--- src/rtl/cv32e40x_xif_result_buf.sv ---
// -----------------------------------------------------------------------------
// cv32e40x_xif_result_buf
//
// In-order result buffer between the AES coprocessor datapath and the
// eXtension-interface result channel. Completed results {data, rd, id} are
// queued in a circular array and presented to the core. in_ready_o depends
// only on registered occupancy, so a stalled core result_ready never reaches
// the AES datapath combinationally.
//
// Optional feature: define XIF_RESULT_BYPASS_EN to let a result arriving at
// an empty buffer appear on out_* in the same cycle. The default build, with
// the macro undefined, has no combinational in_* -> out_* path.
//
// Ports:
//   clk_i        clock, rising edge
//   rst_n        asynchronous active-low reset
//   flush_i      synchronous clear of all entries (wins over push and pop)
//   in_valid_i   coprocessor result valid
//   in_ready_o   buffer can accept a result (= !full)
//   in_data_i    result value
//   in_rd_i      destination register address
//   in_id_i      instruction id
//   out_valid_o  result valid towards the core
//   out_ready_i  core result ready
//   out_data_o   result value at the head
//   out_rd_o     destination register at the head
//   out_id_o     instruction id at the head
//   count_o      number of occupied entries
// -----------------------------------------------------------------------------
module cv32e40x_xif_result_buf #(
    parameter int unsigned DEPTH       = 2,
    parameter int unsigned X_ID_WIDTH  = 4,
    parameter int unsigned X_RFW_WIDTH = 32
) (
    input  logic                   clk_i,
    input  logic                   rst_n,
    input  logic                   flush_i,
    input  logic                   in_valid_i,
    output logic                   in_ready_o,
    input  logic [X_RFW_WIDTH-1:0] in_data_i,
    input  logic [4:0]             in_rd_i,
    input  logic [X_ID_WIDTH-1:0]  in_id_i,
    output logic                   out_valid_o,
    input  logic                   out_ready_i,
    output logic [X_RFW_WIDTH-1:0] out_data_o,
    output logic [4:0]             out_rd_o,
    output logic [X_ID_WIDTH-1:0]  out_id_o,
    output logic [$clog2(DEPTH):0] count_o
);

    localparam int unsigned PtrW = $clog2(DEPTH);
    localparam int unsigned CntW = PtrW + 1;

    logic [X_RFW_WIDTH-1:0] data_q [DEPTH];
    logic [4:0]             rd_q   [DEPTH];
    logic [X_ID_WIDTH-1:0]  id_q   [DEPTH];

    logic [PtrW-1:0] wr_ptr_q, wr_ptr_d;
    logic [PtrW-1:0] rd_ptr_q, rd_ptr_d;
    logic [CntW-1:0] count_q, count_d;

    logic empty;
    logic full;
    logic bypass;
    logic push;
    logic pop;

    always_comb begin
        empty = (count_q == '0);
        full  = (count_q == CntW'(DEPTH));
`ifdef XIF_RESULT_BYPASS_EN
        bypass = empty && in_valid_i;
`else
        bypass = 1'b0;
`endif
        // A bypassed result consumed in the same cycle never touches storage.
        push = in_valid_i && !full && !(bypass && out_ready_i);
        pop  = !empty && out_ready_i;
    end

    always_comb begin
        wr_ptr_d = wr_ptr_q;
        rd_ptr_d = rd_ptr_q;
        count_d  = count_q;
        if (flush_i) begin
            wr_ptr_d = '0;
            rd_ptr_d = '0;
            count_d  = '0;
        end else begin
            if (push) begin
                wr_ptr_d = wr_ptr_q + PtrW'(1);
            end
            if (pop) begin
                rd_ptr_d = rd_ptr_q + PtrW'(1);
            end
            unique case ({push, pop})
                2'b10:   count_d = count_q + CntW'(1);
                2'b01:   count_d = count_q - CntW'(1);
                default: count_d = count_q;
            endcase
        end
    end

    always_ff @(posedge clk_i or negedge rst_n) begin
        if (!rst_n) begin
            wr_ptr_q <= '0;
            rd_ptr_q <= '0;
            count_q  <= '0;
        end else begin
            wr_ptr_q <= wr_ptr_d;
            rd_ptr_q <= rd_ptr_d;
            count_q  <= count_d;
        end
    end

    // Storage is reset so the head reads zero out of reset; flush leaves it intact.
    always_ff @(posedge clk_i or negedge rst_n) begin
        if (!rst_n) begin
            for (int i = 0; i < int'(DEPTH); i++) begin
                data_q[i] <= '0;
                rd_q[i]   <= '0;
                id_q[i]   <= '0;
            end
        end else if (push && !flush_i) begin
            data_q[wr_ptr_q] <= in_data_i;
            rd_q[wr_ptr_q]   <= in_rd_i;
            id_q[wr_ptr_q]   <= in_id_i;
        end
    end

    always_comb begin
        in_ready_o = !full;
        count_o    = count_q;
`ifdef XIF_RESULT_BYPASS_EN
        out_valid_o = !empty || bypass;
        if (bypass) begin
            out_data_o = in_data_i;
            out_rd_o   = in_rd_i;
            out_id_o   = in_id_i;
        end else begin
            out_data_o = data_q[rd_ptr_q];
            out_rd_o   = rd_q[rd_ptr_q];
            out_id_o   = id_q[rd_ptr_q];
        end
`else
        out_valid_o = !empty;
        out_data_o  = data_q[rd_ptr_q];
        out_rd_o    = rd_q[rd_ptr_q];
        out_id_o    = id_q[rd_ptr_q];
`endif
    end

endmodule

--- config.mk ---
export PLATFORM = sky130hd
export DESIGN_NAME = cv32e40x_xif_result_buf
export DESIGN_NICKNAME = d
export VERILOG_FILES = /design/src/rtl/cv32e40x_xif_result_buf.sv
export SDC_FILE = /design/constraint.sdc
export NUM_CORES = 1
export LEC_CHECK = 0
export BUFFER_PORTS_ARGS = -buffer_cell sky130_fd_sc_hd__buf_2
export CORE_ASPECT_RATIO = 1.2
export CORE_MARGIN = 3
export CORE_UTILIZATION = 32
export CTS_BUF_LIST = sky130_fd_sc_hd__clkbuf_2
export CTS_CLUSTER_DIAMETER = 150
export CTS_CLUSTER_SIZE = 16
export DETAILED_ROUTE_END_ITERATION = 8
export GPL_TIMING_DRIVEN = 0
export SETUP_SLACK_MARGIN = 0.05
export SLEW_MARGIN = 20
export SYNTH_ARGS = -nofsm -noshare
export SYNTH_HDL_FRONTEND = slang
export SYNTH_SLANG_ARGS = --single-unit
--- constraint.sdc ---
create_clock -name clk_i -period 1.6 [get_ports clk_i]
set_clock_uncertainty 0.15 [all_clocks]
set_input_delay 0.24 -clock clk_i [delete_from_list [all_inputs] [get_ports clk_i]]
set_output_delay 0.24 -clock clk_i [all_outputs]
set_load 0.05 [all_outputs]
==> run_results.csv <==
group,metric,value,unit
synthesis,ys_seq_elements,86,
status,violations,"negative setup slack",
final_layout,fillers,905,
global_route,grt_pass1_vias,2946,
synthesis,seq_area_frac_synth,0.570,
floorplan,die_x,105,µm
synthesis,ys_top_cells_by_area,"dfrtp_1 (57%), mux2_2 (35%), mux2_1 (1.5%)",
status,status,"complete, but fails checks",
timing,worst_slack,-0.532,ns
timing,tns,-39.27,ns
critical_path,end_kind,"primary output",
synthesis,synth_edf_count,0,
final_layout,stdcell_count,580,
place,dp_hpwl,5.76,mm
cts,htree_levels,3,
route,drcViolationCount,0,
cts,path_clk_slew,0.24,ns
place,place_area,0.00479,mm²
pwr,power_density,1190,mW/mm²
synthesis,yosysMostFrequentCell,"mux2_2",
final_layout,antennaDiodeCount,0,
global_route,grt_pass1_wl,15.6,mm
cts,numCtsBuffers,9,
route,routedWlPerCell,16.8,µm
timing,finalMaxSlewViolations,0,
synthesis,synth_ff_type,"dfrtp_1",
timing,setup_viol,127,
timing,slew-limit-headroom,0.527,
floorplan,die_area,0.0131,mm²
critical_path,required,1.21,ns
timing,min_period_over_period,1.33,
synthesis,synthCells,245,
timing,hold_viol_final,0,
global_route,track_usage,0.152,
final_layout,area_growth,67.9,%
critical_path,worst-setup-path-type,"reg2out",
timing,tightest_slew,0.710,ns
pwr,total_leakage_power,3.09,nW
synthesis,syn_nets,291,
critical_path,worstSetupStartpointType,"flip-flop",
place,dp_cells,490,
floorplan,core,0.0113,mm²
synthesis,syn_avg_cell_area,15.4,µm²
synthesis,synth_top_area_frac,0.570,
floorplan,num_rows,42,
route,wirelength,9.74,mm
timing,max_freq,469,MHz
synthesis,syn_area,0.00378,mm²
timing,hold_ws,0.0856,ns
synthesis,synthDistinctLibCells,21,
floorplan,start_util,0.334,
critical_path,cp.arrival,1.74,ns
global_route,antenna_found_initial,0,
timing,rsz0062_at_grt,"yes",
route,ant_nets,0,
route,first_pass_iters,4,
cts,cts_sinks,86,
cts,tritoncts,"built",
synthesis,yosysTopAreaCell,"dfrtp_1",
global_route,grt_max_degree,56,
route,detailedRoute.firstIterationViolations,53,
global_route,grt_overflow,0,
place,io_buffers,90,
place,gp_congestion,0.670,
final_layout,fin_area,0.00634,mm²
route,vias_per_cell,4.53,
timing,period_needed,2.13,ns
cts,cts_max_path_buffers,2,
min_path,min-delay-path-class,"in2async",
final_layout,fin_nets,467,
job,cap_viol_max_count,0,
final_layout,final_layout_size_suffix_gt1_frac,0.660,
critical_path,cp_max_fo,10,
synthesis,synthTopCellsByCount,"mux2_2 (118), dfrtp_1 (86), clkbuf_1 (5), mux2_1 (5)",
cts,cts-root-buf,"clkbuf_2",
pwr,ir_drop,720,µV
cts,clk-insertion-delay-late,0.52,ns
synthesis,ys_warn_count,0,
synthesis,ys_async_sr_fraction,1.00,
place,pre_cts_slack,-0.493,ns
route,num_vias,2629,
floorplan,die_h,125,µm
floorplan,io_pins,91,
## worst paths after layout
kind                            start          end  slack, ns  depth (start not counted)
hold / removal                  rst_n   data_q[59]       0.09                          2
setup reg to reg           count_o[1]   data_q[38]      -0.29                          7
hold reg to reg               rd_q[6]      rd_q[6]       0.39                          1
max in group asynchronous       rst_n   count_o[1]       0.53                          3
min in group clk_i            flush_i   data_q[58]       0.19                          5
setup / recovery             rd_ptr_q  out_id_o[1]      -0.53                          4
## cells by family (layout without fill, tap and decap cells)
kind of cell	after synthesis	in the layout	share of synthesized area
buffers and inverters	16	197	0.0278
AND/OR/NAND/NOR	12	12	0.0232
AO/OA/AOI/OAI	7	7	0.0103
flip-flops	86	86	0.570
XOR/XNOR	1	1	0.00232
multiplexers	123	123	0.367
## sequential cells by signal, summed over array words and instances (netlist names)
register and flops:
wr_ptr_q 1, id_q 8, rd_q 10, count_o 2, rd_ptr_q 1, data_q 64
## cell usage in the layout (no fill, tap or decap)
cell,Yosys,final
a21oi_1,2,2
a22oi_1,1,1
a31oi_1,1,1
buf_12,0,14
buf_16,0,2
buf_2,0,44
buf_4,4,8
buf_6,4,53
buf_8,0,11
bufinv_16,0,2
clkbuf_16,0,1
clkbuf_2,0,11
clkinv_1,0,1
clkinv_2,0,2
clkinvlp_4,0,1
dfrtp_1,86,83
dfrtp_2,0,3
dlygate4sd3_1,0,45
inv_2,1,2
mux2_2,118,2
mux2_4,0,121
nand2_1,1,1
nand3_1,2,2
nand3b_1,1,1
nand4b_4,0,1
nor2_1,4,3
nor2_4,0,1
nor2b_4,0,1
nor4_4,1,1
o21ai_0,3,3
or3_1,1,1
xor2_1,1,1
## worst max-delay path, stage by stage, from the launching register on
cell and delay, ns:
dfrtp_2 0.46, buf_12 0.15, buf_12 0.15, mux2_4 0.31, buf_6 0.15
## through the flow
step	util	total power, mW
2_1_floorplan	-	5.05
3_3_place_gp	0.422	5.46
3_5_place_dp	0.424	5.54
4_1_cts	0.544	7.29
5_1_grt	0.561	7.93
6_report	0.561	7.56
## per-layer routing
| metal | global-route usage | part of all wire | up-vias |
|---|---|---|---|
| met5 | 0 | 0 | - |
| met4 | 0.0625 | 0.013 | 0 |
| met2 | 0.247 | 0.51 | 58 |
| met1 | 0.196 | 0.44 | 1337 |
| li1 | - | - | 1225 |
| met3 | 0.0330 | 0.043 | 9 |
## layout make-up
class                   count  area (µm²)  share of cell area
clock buffers              11        55.1             0.00868
inverters                   3        15.0             0.00237
repair buffers            170        1700               0.268
well taps                 154         193              0.0304
plain buffers               8         155              0.0245
flip-flops and latches     86        2160               0.340
clock inverters             5        73.8              0.0116
multi-input cells         143        2000               0.315
## report_power, final
part           total, mW  switching [mW]  leakage [nW]  internal, mW
logic               3.35            1.55          1.98          1.80
registers           2.97           0.291          1.02          2.68
clock network       1.24           0.720        0.0833         0.521
## timing repair
item,in CTS,in global routing
endpoints found under the setup margin,127,127
gates resized for setup,96,140
cloned,8,1
hold buffers,45,0
pin swaps,1,1
setup buffers,21,11
hold endpoints to repair,143,0
Note: power is estimated with default switching activity, not from simulation.
